[config.mk]
export PLATFORM = sky130hd
export DESIGN_NAME = instruction_fetch
export DESIGN_NICKNAME = d
export VERILOG_FILES = /design/src/rtl/mips_pkg.sv /design/src/rtl/fetch_buffer.sv /design/src/rtl/instruction_fetch.sv
export SDC_FILE = /design/constraint.sdc
export NUM_CORES = 1
export LEC_CHECK = 0
export CAP_MARGIN = 20
export CORE_MARGIN = 5
export CORE_UTILIZATION = 45
export DETAILED_ROUTE_END_ITERATION = 8
export GPL_TIMING_DRIVEN = 0
export PLACE_DENSITY_LB_ADDON = 0.25
export SLEW_MARGIN = 20
export SYNTH_ARGS = -nofsm -noshare
export SYNTH_HDL_FRONTEND = slang
export SYNTH_HIERARCHICAL = 1
export SYNTH_SLANG_ARGS = --single-unit
[constraint.sdc]
create_clock -name clk -period 6.6 [get_ports clk]
set_clock_uncertainty 0.1 [all_clocks]
set_input_delay 1.32 -clock clk [delete_from_list [all_inputs] [get_ports clk]]
set_output_delay 1.32 -clock clk [all_outputs]
set_load 0.01 [all_outputs]
[src/rtl/mips_pkg.sv]
// Shared definitions for the MIPS core: opcode values, opcode field position,
// the default reset PC and the fetch FSM state encoding.
package mips_pkg;

  localparam logic [5:0] R_TYPE = 6'h00;
  localparam logic [5:0] MULT   = 6'h01;
  localparam logic [5:0] BEQ    = 6'h04;
  localparam logic [5:0] BNE    = 6'h05;
  localparam logic [5:0] MOV    = 6'h06;
  localparam logic [5:0] ADDI   = 6'h08;
  localparam logic [5:0] ORI    = 6'h0d;

  localparam int OP_MSB = 31;
  localparam int OP_LSB = 26;

  localparam logic [31:0] RESET_PC_DEFAULT = 32'h0040_0000;

  typedef enum logic [1:0] {
    FETCH_IDLE = 2'd0,
    FETCH_REQ  = 2'd1,
    FETCH_HOLD = 2'd2
`ifdef IFETCH_MISALIGN_TRAP_EN
    , FETCH_HALT = 2'd3
`endif
  } fetch_state_t;

endpackage

[src/rtl/fetch_buffer.sv]
// Small synchronous FIFO of {instr, pc} pairs with flush and simultaneous push/pop.
// Head entry is read straight from storage so a word pushed at an edge is visible after it.
module fetch_buffer #(
  parameter int DATA_WIDTH = 32,
  parameter int DEPTH      = 2
) (
  input  logic                       clk,
  input  logic                       reset,
  input  logic                       flush,
  input  logic                       push,
  input  logic [DATA_WIDTH-1:0]      push_instr,
  input  logic [DATA_WIDTH-1:0]      push_pc,
  input  logic                       pop,
  output logic [DATA_WIDTH-1:0]      head_instr,
  output logic [DATA_WIDTH-1:0]      head_pc,
  output logic                       full,
  output logic                       empty,
  output logic [$clog2(DEPTH):0]     count
);

  localparam int AW = $clog2(DEPTH);
  localparam int CW = AW + 1;

  logic [DATA_WIDTH-1:0] r_instr_mem [DEPTH];
  logic [DATA_WIDTH-1:0] r_pc_mem    [DEPTH];
  logic [AW-1:0]         r_wr_ptr;
  logic [AW-1:0]         r_rd_ptr;
  logic [CW-1:0]         r_count;
  logic                  w_do_push;
  logic                  w_do_pop;

  assign full       = (r_count == CW'(DEPTH));
  assign empty      = (r_count == '0);
  assign count      = r_count;
  assign w_do_push  = push && !full && !flush;
  assign w_do_pop   = pop && !empty && !flush;
  assign head_instr = r_instr_mem[r_rd_ptr];
  assign head_pc    = r_pc_mem[r_rd_ptr];

  always_ff @(posedge clk) begin
    if (w_do_push) begin
      r_instr_mem[r_wr_ptr] <= push_instr;
      r_pc_mem[r_wr_ptr]    <= push_pc;
    end
  end

  // Pointers wrap naturally because DEPTH is a power of two.
  always_ff @(posedge clk or posedge reset) begin
    if (reset) begin
      r_wr_ptr <= '0;
      r_rd_ptr <= '0;
      r_count  <= '0;
    end else if (flush) begin
      r_wr_ptr <= '0;
      r_rd_ptr <= '0;
      r_count  <= '0;
    end else begin
      if (w_do_push) r_wr_ptr <= r_wr_ptr + AW'(1);
      if (w_do_pop)  r_rd_ptr <= r_rd_ptr + AW'(1);
      r_count <= r_count + CW'(w_do_push) - CW'(w_do_pop);
    end
  end

endmodule

[src/rtl/instruction_fetch.sv]
// Fetch stage: owns the PC, fetches over a req/ready handshake and buffers words for decode.
// Define IFETCH_MISALIGN_TRAP_EN to trap misaligned redirects (HALT state, fetch_error port).
module instruction_fetch
  import mips_pkg::*;
#(
  parameter int                    DATA_WIDTH = 32,
  parameter logic [DATA_WIDTH-1:0] RESET_PC   = RESET_PC_DEFAULT,
  parameter int                    BUF_DEPTH  = 2
) (
  input  logic                  clk,
  input  logic                  reset,
  output logic                  imem_req,
  output logic [DATA_WIDTH-1:0] imem_addr,
  input  logic                  imem_ready,
  input  logic [DATA_WIDTH-1:0] imem_rdata,
  input  logic                  redirect_valid,
  input  logic [DATA_WIDTH-1:0] redirect_pc,
  input  logic                  stall,
  output logic                  instr_valid,
  output logic [DATA_WIDTH-1:0] instr,
  output logic [DATA_WIDTH-1:0] instr_pc,
  output logic [5:0]            op
`ifdef IFETCH_MISALIGN_TRAP_EN
  , output logic                fetch_error
`endif
);

  localparam int CW = $clog2(BUF_DEPTH) + 1;

  fetch_state_t          r_state;
  fetch_state_t          w_state_next;
  logic [DATA_WIDTH-1:0] r_pc;
  logic [DATA_WIDTH-1:0] w_pc_next;
  logic [DATA_WIDTH-1:0] w_target;
  logic                  w_push;
  logic                  w_pop;
  logic                  w_flush;
  logic                  w_full;
  logic                  w_empty;
  logic [CW-1:0]         w_count;
  logic [DATA_WIDTH-1:0] w_head_instr;
  logic [DATA_WIDTH-1:0] w_head_pc;

`ifdef IFETCH_MISALIGN_TRAP_EN
  logic r_fetch_error;
  logic w_fetch_error_next;
  logic w_misalign;
  assign w_misalign  = |redirect_pc[1:0];
  assign fetch_error = r_fetch_error;
`endif

  // Word-aligned branch target; the low bits are dropped when loading the PC.
  assign w_target = redirect_pc & ~DATA_WIDTH'(3);

  fetch_buffer #(
    .DATA_WIDTH (DATA_WIDTH),
    .DEPTH      (BUF_DEPTH)
  ) u_fetch_buffer (
    .clk        (clk),
    .reset      (reset),
    .flush      (w_flush),
    .push       (w_push),
    .push_instr (imem_rdata),
    .push_pc    (r_pc),
    .pop        (w_pop),
    .head_instr (w_head_instr),
    .head_pc    (w_head_pc),
    .full       (w_full),
    .empty      (w_empty),
    .count      (w_count)
  );

  assign imem_req    = (r_state == FETCH_REQ) && !w_full;
  assign imem_addr   = r_pc;
  assign instr_valid = !w_empty;
  assign instr       = instr_valid ? w_head_instr : '0;
  assign instr_pc    = instr_valid ? w_head_pc : '0;
  assign op          = instr[OP_MSB:OP_LSB];

  always_comb begin
    w_state_next = r_state;
    w_pc_next    = r_pc;
    w_push       = 1'b0;
    w_pop        = 1'b0;
    w_flush      = 1'b0;
`ifdef IFETCH_MISALIGN_TRAP_EN
    w_fetch_error_next = r_fetch_error;
`endif
    if (redirect_valid) begin
      // Redirect wins: wrong-path words, any returning word and the decode accept are dropped.
      w_flush = 1'b1;
`ifdef IFETCH_MISALIGN_TRAP_EN
      if ((r_state == FETCH_HALT) || w_misalign) begin
        w_state_next       = FETCH_HALT;
        w_fetch_error_next = 1'b1;
      end else begin
        w_pc_next    = w_target;
        w_state_next = FETCH_REQ;
      end
`else
      w_pc_next    = w_target;
      w_state_next = FETCH_REQ;
`endif
    end else begin
      w_pop = instr_valid && !stall;
      case (r_state)
        FETCH_IDLE: w_state_next = FETCH_REQ;
        FETCH_REQ: begin
          if (imem_ready && !w_full) begin
            w_push    = 1'b1;
            w_pc_next = r_pc + DATA_WIDTH'(4);
            if (w_count + CW'(1) - CW'(w_pop) == CW'(BUF_DEPTH)) begin
              w_state_next = FETCH_HOLD;
            end
          end
        end
        FETCH_HOLD: begin
          if (w_pop) w_state_next = FETCH_REQ;
        end
        default: ;
      endcase
    end
  end

  always_ff @(posedge clk or posedge reset) begin
    if (reset) begin
      r_state <= FETCH_IDLE;
      r_pc    <= RESET_PC;
`ifdef IFETCH_MISALIGN_TRAP_EN
      r_fetch_error <= 1'b0;
`endif
    end else begin
      r_state <= w_state_next;
      r_pc    <= w_pc_next;
`ifdef IFETCH_MISALIGN_TRAP_EN
      r_fetch_error <= w_fetch_error_next;
`endif
    end
  end

endmodule
* Word-level counts from Yosys, hierarchy flattened
Memory sizes are Yosys's and may differ from the RTL's. Cells that the tools add are included.
Storage, ports and cells: register bits 38, RAM bits 128, bits of input ports 69, memories kept 2
Cells by class: add/sub/neg operators 7, eq/ne operators 7, multiplexer cells 22, reduce and logical (&&, ||, !) cells 20
Memories:
- u_fetch_buffer.r_instr_mem | words 2, width 32, rd ports 1, clocked after memory_dff 0, wr ports 1, RTL line fetch_buffer.sv:24 | logic [DATA_WIDTH-1:0] r_instr_mem [DEPTH];
- u_fetch_buffer.r_pc_mem | words 2, width 32, rd ports 1, clocked after memory_dff 0, wr ports 1, RTL line fetch_buffer.sv:25 | logic [DATA_WIDTH-1:0] r_pc_mem [DEPTH];
Operators with widths (count):
- $mux W32 | 5
- $add A32 B3 Y32 const B | 1
- $mux W1 | 11
- $mux W2 | 5
- $reduce_bool A2 Y1 | 4
- $logic_and A1 B1 Y1 | 7
- $eq A2 B2 Y1 const B | 3
- $ne A3 B2 Y1 const B | 2
- $pmux W2 S3 | 1
- $logic_not A1 Y1 | 4
- $logic_not A2 Y1 | 2
- $reduce_and A4 Y1 | 1
- $reduce_bool A4 Y1 | 1
- $sub A2 B1 Y2 | 2
- $ne A3 B3 Y1 const B | 1
- $add A1 B1 Y1 const B | 2
- $add A2 B1 Y2 | 1
- $add A2 B1 Y2 const B | 1
- $eq A2 B1 Y1 const B | 1
- $reduce_and A2 Y1 | 1

* Longest topological paths before layout
Gate-level depths: netlist (run 1).
word-level depth 11, mapped depth 12, depth with buffers taken out 11

* Modules after synthesis
The synthesis (run 1) kept the hierarchy.
By module, submodules not included:
- fetch_buffer | instances 1, cells each 226, area an instance 5087.4 um2, sequential area each 3943.8 um2
- instruction_fetch | instances 1, cells each 292, area an instance 2396.0 um2, sequential area each 802.0 um2

* Least setup slack after synthesis (run 1)
OpenSTA, ideal clock, no wires.
kind input -> register, start point input redirect_valid, end point memory u_fetch_buffer.r_instr_mem[1][0] (enable), arrival 6.810 ns, path slack -0.888 ns, stages on the path 6, buffers on the path 3, path through clkbuf_1 -> clkbuf_1 -> clkbuf_1 -> nor2_1 -> nand2b_4 -> nor3b_1
Between the ends: longest elaborated chain between the ends 5
Ends and longest elaborated chain:
- start, declared | RTL line instruction_fetch.sv:16 | input logic redirect_valid,
- $mux W1 | RTL line instruction_fetch.sv:89 | if (redirect_valid) begin
- via w_push | RTL line instruction_fetch.sv:35 | logic w_push;
- $logic_and A1 B1 Y1 (2 in series) | RTL line fetch_buffer.sv:35 | assign w_do_push = push && !full && !flush;
- $mux W1 | RTL line fetch_buffer.sv:41 | if (w_do_push) begin
- $mux W1 (not written as such) | RTL line fetch_buffer.sv:42 | r_instr_mem[r_wr_ptr] <= push_instr;
- end, declared | RTL line fetch_buffer.sv:24
The timed path passes the listed nets, and every way through them passes these cells.

* Worst setup path in the final report (run 1)
start point register u_fetch_buffer.r_count[0], in the netlist u_fetch_buffer/count[0], end point output op[3]
Between the ends: longest elaborated chain between the ends 2
Ends and longest elaborated chain:
- start, declared | RTL line fetch_buffer.sv:28 | logic [CW-1:0] r_count;
- start signal, assigned | RTL line fetch_buffer.sv:60 | r_count <= r_count + CW'(w_do_push) - CW'(w_do_pop);
- $logic_not A2 Y1 | RTL line fetch_buffer.sv:33 | assign empty = (r_count == '0);
- via w_empty | RTL line instruction_fetch.sv:39 | logic w_empty;
- $mux W32 | RTL line instruction_fetch.sv:76 | assign instr = instr_valid ? w_head_instr : '0;
- end, declared | RTL line instruction_fetch.sv:22 | output logic [5:0] op
The timed path passes the listed nets, and every way through them passes these cells.

==> impl_metrics.tcl, run 1 <==
set metrics [dict create \
    status "complete, no violations" \
    dr.first_iter.drc_count 304 \
    clkLatencyLatePin_ns 0.42 \
    ctsResizeCount 0 \
    max_freq_mhz 232 \
    die_h_um 139 \
    avgSynthCellArea_um2 14.4 \
    h-tree-depth 4 \
    grt_pass1_wl_um 27400 \
    grt_usage_pct 18.0 \
    ys_warn_count 6 \
    drv_cap 0 \
    maxSlewViolCount 0 \
    n_antenna_cell 0 \
    syn_to_final_growth_pct 36.4 \
    leakage_nw 3.60 \
    ant_nets 0 \
    peakVddDrop_v 0.000200 \
    wl_met3_um 1150 \
    worstPathRequired_ns 5.18 \
    critPathTopFamily "buffers and inverters" \
    setup_slack_ns 2.29 \
    synth-edff-count 128 \
    drive_above_1_share_pct 17.8 \
    slowest_delay_ns 0.58 \
    yosys-top-cells-area "edfxtp_1 51%, dfrtp_1 12%, mux2_4 10%, nor2b_1 5.5%, mux2_2 2.4%" \
    hold_violations 0 \
    synthesis.area_um2 7480 \
    crit_path_start "u_fetch_buffer/count[0]" \
    via_per_inst 5.23 \
    dr.max_layer_used "met4" \
    place_hpwl_um 12500 \
    clockBufferDepth 2 \
    drc 0 \
    critPathArrivalTime_ns 2.89 \
    slew_headroom_pct 50.0 \
    worst_pin_slew_ns 0.747 \
    overflow 0 \
    wl_per_cell_um 18.1 \
    die_width_um 139 \
    cts_made_buffers 17 \
    met2_length_um 8680 \
    rows 47 \
    dieArea_um2 19300 \
    yosysTopAreaCell "edfxtp_1" \
    hold_buffers 0 \
    r2r-end "u_fetch_buffer/r_instr_mem[0][0]" \
    synth_commonest_cells "128 x edfxtp_1, 66 x nor2b_1, 51 x mux2_4" \
    crit_chain "nor2_1 > clkbuf_1 > clkbuf_1 > nor2b_1 > buf_4 > clkdlybuf4s50_1" \
    place_congestion 0.828 \
    cts_tree "done" \
    wl_met1_um 7030 \
    port_buffers 167 \
    seq_area_frac_synth_pct 63.4 \
    period_share_pct 65.2 \
    synth.top_cell.area_share_pct 51.4 \
    dr.pass1.iters 4 \
    crit_buf_inv 4 \
    grt_pass1_vias 5129 \
    path_common_cell "clkbuf_1" \
    ff2ff_path_depth 8 \
    critPathLaunchType "register" \
    clk_pin_slew_worst_paths_ns 0.06 \
    grt_max_degree 33 \
    num-nets-final 791 \
    synth_most_common_cell "edfxtp_1" \
    antenna_found_initial 0 \
    reg2reg_slack_ns 3.73 \
    dp_slack_ns 2.54 \
    crit_slowest_cell "clkbuf_1" \
    wl_um 17200 \
    period_minus_slack_ns 4.31 \
    grt_setup_unrepaired "false" \
    path_max_fanout 10 \
    ys_ff_latch 164 \
    end_kind "output pin" \
    synth_top_flop_cell "edfxtp_1" \
    rr_startpoint "u_fetch_buffer/count[1]" \
    clk_root_buffer_cell "clkbuf_16" \
    core_um2 16500 \
    io_pins 173 \
    nFillCells 1232 \
    finalSetupViolCount 0 \
    clkSinkCount 164 \
    critPathKind "reg2out" \
    p_per_area_nw_per_um2 245 \
    setup.worst_path.end "op[3]" \
    hold_path_class "reg2reg" \
    synth_cell_types 46 \
    vias 4977 \
    synth_cells 518 \
    synthArstFlopShare_pct 22.0 \
    postCtsSetupBuffers 0 \
    cp_num_cells 6 \
    dpl_cell_area_um2 9590 \
    start_util_pct 45.4 \
    final_cell_area_um2 10200 \
]
report_power, final:
group	switching [mW]	leakage [nW]	internal (mW)
logic	0.116	1.73	0.153
registers	0.0462	1.59	1.16
clock network	0.391	0.287	0.630
total	0.553	3.60	1.95
routing by layer:
metal | GRT usage, % | vias up
li1 | - | 2321
met1 | 22.1 | 2420
met2 | 30.3 | 206
met3 | 5.14 | 30
met4 | 6.39 | 0
met5 | 0 | -
final cells by class:
cell class / count / area (um^2) / share of cell area [%]
clock inverters: 14 / 185 / 1.81
clock buffers: 18 / 429 / 4.20
inverters: 6 / 22.5 / 0.221
multi-input cells: 317 / 2540 / 24.9
well taps: 220 / 275 / 2.70
repair buffers: 176 / 1790 / 17.6
plain buffers: 36 / 213 / 2.08
flip-flops and latches: 164 / 4750 / 46.5
kinds of logic (layout without fill, tap and decap cells):
group                    count (synthesis)  in the layout  share of synthesized area [%]
XOR/XNOR                                13             13                           1.52
AND/OR/NAND/NOR                        178            178                           14.2
buffers and inverters                   42            250                           3.14
multiplexers                            68             68                           12.8
AO/OA/AOI/OAI                           48             48                           4.25
adder cells (fa/ha/maj)                  4              4                          0.669
other                                    1              6                         0.0501
flip-flops                             164            164                           63.4
cells in the final DEF (no fill, tap or decap), types with 2 or more instances in the layout:
cell	instances
dfrtp_1	35
and3_1	3
clkbuf_1	21
or2_2	2
ha_1	4
clkinv_2	2
clkinvlp_4	4
nand3_1	10
o21ai_0	13
buf_8	5
conb_1	6
nand4_1	11
nor4_1	2
or4_1	15
mux2_4	51
o31ai_1	11
nor2_1	22
mux2_2	16
nor2b_1	66
a31oi_1	13
and4_1	5
xnor2_1	8
clkinv_1	3
clkbuf_16	17
bufinv_16	4
buf_4	8
edfxtp_1	128
or3_1	3
buf_6	10
o211ai_1	4
and2_1	3
buf_2	2
xor2_1	5
a211o_1	2
nor3_1	3
clkdlybuf4s50_1	167
o211a_1	2
nand2_1	23
inv_1	4
worst reg2reg max path: stages, from the launching register on:
cell and delay [ns]:
dfrtp_1 0.44, nor2b_4 0.17, nand4bb_4 0.28, nor2_1 0.22, nand2b_4 0.11, nor3_4 0.59, buf_8 0.24, buf_6 0.21
buf_8 0.20
metrics by stage:
step	power [mW]	setup TNS, ns	hold slack (ns)	instances	utilization, %
after floorplan	1.33	0	0.439	523	-
after global placement	1.49	-40.39	0.447	910	57.4
after detailed placement	1.50	0	0.444	919	58.3
after CTS	2.52	0	0.459	951	62.0
after global routing	2.60	0	0.478	951	62.0
final	2.50	0	0.446	951	62.0
worst min-delay path by stage:
stage	depth (start not counted)	slack [ns]	from	to
2_1_floorplan	2	0.44	imem_addr[22]	imem_addr[22]
3_3_place_gp	2	0.45	imem_addr[22]	imem_addr[22]
3_5_place_dp	0	0.44	imem_addr[31]	u_fetch_buffer/r_pc_mem[1][31]
4_1_cts	0	0.46	imem_addr[31]	u_fetch_buffer/r_pc_mem[1][31]
5_1_grt	0	0.48	imem_addr[31]	u_fetch_buffer/r_pc_mem[1][31]
6_report	0	0.45	imem_addr[31]	u_fetch_buffer/r_pc_mem[1][31]
flip-flops by register name (all words and copies together) (netlist names):
signal / cells
r_state: 2
u_fetch_buffer/r_instr_mem: 64
u_fetch_buffer/count: 2
u_fetch_buffer/r_rd_ptr: 1
u_fetch_buffer/r_wr_ptr: 1
imem_addr: 30
u_fetch_buffer/r_pc_mem: 64
Power figures use the tool's default switching activity.
==> run 2, diff against run 1 <==
Clock period 6.6 ns to 3.8 ns, I/O delays scaled along.
==> run 2 against run 1 <==
Count of clock-buffer cells in the layout unchanged. Via count decreased by 1.2%. Sequential share of layout area increased by 0.051 points. Combinational power increased by 74%. Critical endpoint is now op[1].
==> impl_metrics.tcl, run 2 (synthesized netlist as in run 1, its figures left out) <==
set metrics [dict create \
    hold_path_class "reg2reg" \
    reg2reg_slack_ns 1.11 \
    drc 0 \
    hold_violations 0 \
    holdPathStages 0 \
    period_minus_slack_ns 3.47 \
    path_max_fanout 10 \
    wl_per_cell_um 18.1 \
    clk_pin_slew_worst_paths_ns 0.06 \
    layout_commonest_cell "clkdlybuf4s50_1" \
    grt_usage_pct 18.0 \
    critPathArrivalTime_ns 2.61 \
    drive_above_1_share_pct 18.0 \
    slew_headroom_pct 52.5 \
    worst_pin_slew_ns 0.712 \
    clockBufferDepth 2 \
    syn_to_final_growth_pct 36.2 \
    h-tree-depth 4 \
    final_util_pct 61.9 \
    crit_slowest_cell "clkdlybuf4s50_1" \
    min-delay-start "imem_addr[31]" \
    max_freq_mhz 288 \
    clk_root_buffer_cell "clkbuf_16" \
    period_share_pct 91.4 \
    critPathTopFamily "buffers and inverters" \
    finalSetupViolCount 0 \
    grt_max_degree 33 \
    port_buffers 167 \
    rows 47 \
    place_hpwl_um 12700 \
    crit_chain "nor2_1 > clkbuf_2 > clkbuf_1 > nor2b_1 > buf_4 > clkdlybuf4s50_1" \
    start_util_pct 45.4 \
    ant_nets 0 \
    dieArea_um2 19300 \
    critPathKind "reg2out" \
    overflow 0 \
    hold_slack_ns 0.446 \
    cts_tree "done" \
    slowest_delay_ns 0.46 \
    cts_made_buffers 17 \
    dr.first_iter.drc_count 329 \
    wl_um 17200 \
    setup_tns_ns 0 \
    n_antenna_cell 0 \
    die_h_um 139 \
    via_per_inst 5.16 \
    r2r-end "u_fetch_buffer/r_pc_mem[1][11]" \
    grt_pass1_vias 5100 \
    leakage_nw 3.60 \
    hold_buffers 0 \
    clkSinkCount 164 \
    critPathLaunchType "register" \
    ff2ff_path_depth 8 \
    place_congestion 0.849 \
    peakVddDrop_v 0.000299 \
    grt_pass1_wl_um 27400 \
    core_um2 16500 \
    num-nets-final 792 \
    clkLatencyLatePin_ns 0.42 \
    p_per_area_nw_per_um2 416 \
    crit_buf_inv 4 \
    rr_startpoint "u_fetch_buffer/count[1]" \
    io_pins 173 \
    vias 4917 \
    status "complete, no violations" \
    end_kind "output pin" \
    final_cell_mix "167 x clkdlybuf4s50_1, 128 x edfxtp_1, 66 x nor2b_1, 51 x mux2_4, 35 x dfrtp_1" \
    worstPathRequired_ns 2.94 \
    antenna_found_initial 0 \
    grt_setup_unrepaired "false" \
    drv_cap 0 \
    hold_end "u_fetch_buffer/r_pc_mem[0][31]" \
    maxSlewViolCount 0 \
    die_width_um 139 \
    dr.pass1.iters 4 \
]
==> run 2: cell count changes in the layout (fill, tap and decap cells not counted), moves of 2 or more <==
cell	delta
buf_8	+2
inv_6	+2
clkinv_2	-2
clkinv_4	+2
bufinv_16	-2
==> run 2: final cells by class <==
| cell class | count | area [um^2] |
|---|---|---|
| buffer | 36 | 214 |
| clock buffer | 18 | 429 |
| clock inverter | 14 | 154 |
| fill | 1256 | 6270 |
| inverter | 6 | 22.5 |
| multi-input combinational | 317 | 2540 |
| sequential | 164 | 4750 |
| tap | 220 | 275 |
| timing repair buffer | 177 | 1810 |
==> run 2: how the worst max path moves through the flow <==
stage	slack (ns)	endpoint	cells past startpoint	startpoint
floorplan	0.01	u_fetch_buffer/r_instr_mem[1][0]	6	redirect_valid
global placement	-1.24	u_fetch_buffer/r_pc_mem[1][6]	6	redirect_valid
detailed placement	0.49	u_fetch_buffer/r_pc_mem[1][8]	8	imem_ready
CTS	0.07	op[1]	6	u_fetch_buffer/count[1]
global route	0.1	op[0]	6	u_fetch_buffer/count[1]
finish	0.33	op[1]	6	u_fetch_buffer/count[1]
==> run 2: stage by stage <==
stage	power, mW	setup WS [ns]	std cells	instance area, um^2
detailed placement	2.61	0.491	920	9610
global placement	2.59	-1.24	910	9470
finish	4.24	0.325	952	10200
floorplan	2.32	0.0131	523	7520
CTS	4.30	0.0662	952	10200
global route	4.43	0.0951	952	10200
==> run 2: layer usage <==
metal	GRT usage (%)	up-vias	share of wire [%]
met4	4.63	0	1.7
li1	-	2318	-
met3	5.83	17	6.7
met5	0	-	0
met2	30.5	194	50
met1	22.3	2388	41
==> run 2: report_power, final <==
part	total [mW]	internal (mW)	switching [mW]
logic	0.468	0.268	0.200
registers	2.10	2.02	0.0793
clock network	1.67	0.976	0.699
total	4.24	3.26	0.978
==> run 2: repair_timing <==
action                                  CTS  global route
buffers inserted                          0             0
endpoints found under the setup margin    0            19
gates resized for setup                   0             2
==> run 3, diff against run 2 <==
--- a/config.mk
+++ b/config.mk
@@ -10,4 +10,5 @@
 export CORE_UTILIZATION = 45
 export DETAILED_ROUTE_END_ITERATION = 8
+export DONT_BUFFER_PORTS = 1
 export GPL_TIMING_DRIVEN = 0
 export PLACE_DENSITY_LB_ADDON = 0.25
==> constraint.sdc (replaced) <==
create_clock -name clk -period 3.8 [get_ports clk]
set_clock_uncertainty 0.1 [all_clocks]
set_input_delay 0.57 -clock clk [delete_from_list [all_inputs] [get_ports clk]]
set_output_delay 0.57 -clock clk [all_outputs]
set_load 0.01 [all_outputs]
==> run 3 against run 2 <==
Register-to-register slack got worse by 0.49 ns. Maximum frequency is 9.3% higher. Global-route usage decreased by 1.0 points. Cell count down 18%. Routed wire length down 6.3%. Non-clock buffer count shrank 167. Worst hold slack worse by 0.40 ns. Critical endpoint is now u_fetch_buffer/r_pc_mem[1][7]. Count of clock-buffer cells in the layout grew 5. Critical path depth increased by 3. Total power fell by 5.7%. Largest cell class unchanged.
==> impl_metrics.tcl, run 3 (synthesized netlist as in run 1, its figures left out) <==
set metrics [dict create \
    status "complete, no violations" \
    period_minus_slack_ns 3.18 \
    dpl_cell_area_um2 7920 \
    final_cell_mix "128 x edfxtp_1, 66 x nor2b_1, 51 x mux2_4, 35 x dfrtp_1, 25 x clkbuf_1" \
    die_width_um 139 \
    h-tree-depth 4 \
    drive_above_1_share_pct 22.7 \
    reg2reg_slack_ns 0.62 \
    drv_cap 0 \
    grt_max_degree 33 \
    worst_pin_slew_ns 0.727 \
    antenna_found_initial 0 \
    grt_usage_pct 16.9 \
    leakage_nw 2.97 \
    die_h_um 139 \
    cts_made_buffers 17 \
    crit_buf_inv 4 \
    grt_pass1_vias 4325 \
    dr.first_iter.drc_count 184 \
    path_max_fanout 15 \
    grt_setup_unrepaired "false" \
    critPathTopFamily "simple AND/OR/NAND/NOR gates" \
    drc 0 \
    end_kind "register" \
    syn_to_final_growth_pct 13.5 \
    place_hpwl_um 11800 \
    place_congestion 0.817 \
    wl_per_cell_um 20.5 \
    io_pins 173 \
    hold_path_class "in2async" \
    port_buffers 0 \
    critPathLaunchType "register" \
    setup_tns_ns 0 \
    finalSetupViolCount 0 \
    rows 47 \
    peakVddDrop_v 0.000286 \
    worstPathRequired_ns 3.81 \
    slew_headroom_pct 51.5 \
    slowest_delay_ns 0.63 \
    clk_pin_slew_worst_paths_ns 0.06 \
    clkLatencyLatePin_ns 0.41 \
    vias 4218 \
    clk_root_buffer_cell "clkbuf_16" \
    period_share_pct 83.6 \
    maxSlewViolCount 0 \
    start_util_pct 45.4 \
    stdcell_count 785 \
    setup.worst_path.end "u_fetch_buffer/r_pc_mem[1][7]" \
    dieArea_um2 19300 \
    num-nets-final 625 \
    max_freq_mhz 315 \
    hold_violations 0 \
    via_per_inst 5.37 \
    core_um2 16500 \
    critPathArrivalTime_ns 3.19 \
    cp_num_cells 9 \
    crit_chain "nor2b_4 > nand4bb_4 > nor2_1 > nand2b_4 > nor3b_4 > buf_6 > buf_8 > buf_8 > buf_6" \
    clkSinkCount 164 \
    wl_um 16100 \
    overflow 0 \
    r2r-end "u_fetch_buffer/r_pc_mem[1][7]" \
    ff2ff_path_depth 9 \
    cts_tree "done" \
    crit_path_start "u_fetch_buffer/count[1]" \
    final_cell_area_um2 8490 \
    rr_startpoint "u_fetch_buffer/count[1]" \
    dp.cells 752 \
    clockBufferDepth 2 \
    p_per_area_nw_per_um2 471 \
    layout_commonest_cell "edfxtp_1" \
    dr.pass1.iters 4 \
    n_antenna_cell 0 \
    critPathKind "reg2reg" \
    crit_slowest_cell "nor3b_4" \
    ant_nets 0 \
    grt_pass1_wl_um 25100 \
]
-- run 3: layer usage --
| layer | vias to the layer above | part of all wire [%] | track usage, % |
|---|---|---|---|
| met5 | - | 0 | 0 |
| met4 | 0 | 0.69 | 3.91 |
| met3 | 7 | 10 | 8.79 |
| met2 | 151 | 50 | 28.0 |
| met1 | 2075 | 39 | 19.6 |
| li1 | 1985 | - | - |
-- run 3: repair_timing --
item,CTS,global route
hold buffers,1,0
hold endpoints to repair,4,0
setup buffers,0,0
setup endpoints to repair,0,0
gates resized for setup,0,0
-- run 3: worst min-delay path by stage --
stage	from	slack, ns	cells past startpoint	to
CTS	reset	0.06	1	r_state[1]
floorplan	reset	0.24	1	u_fetch_buffer/count[0]
finish	reset	0.05	1	r_state[1]
detailed placement	reset	0.26	1	u_fetch_buffer/count[0]
global placement	reset	0.25	1	u_fetch_buffer/count[0]
global route	reset	0.09	1	imem_addr[4]
-- run 3: area by class of cell --
type	count	area (um^2)
clock buffers	23	458
inverters	6	22.5
well taps	220	275
plain buffers	36	213
clock inverters	9	105
multi-input cells	317	2540
repair buffers	10	130
fillers	1437	7970
flip-flops and latches	164	4750
-- run 3: where the power goes --
part           switching, mW  internal, mW
clock                  0.646         0.984
combinational          0.144         0.105
sequential             0.103          2.02
-- run 3: per-stage QoR --
stage / worst slack, ns / total power [mW] / utilization, % / hold WS (ns)
4_1_cts: 0.567 / 4.05 / 51.6 / 0.0551
5_1_grt: 0.404 / 4.18 / 51.6 / 0.0864
3_5_place_dp: 0.201 / 2.41 / 48.1 / 0.262
3_3_place_gp: -0.912 / 2.40 / 47.4 / 0.254
6_report: 0.622 / 4.00 / 51.6 / 0.0507
2_1_floorplan: 0.203 / 2.32 / - / 0.236
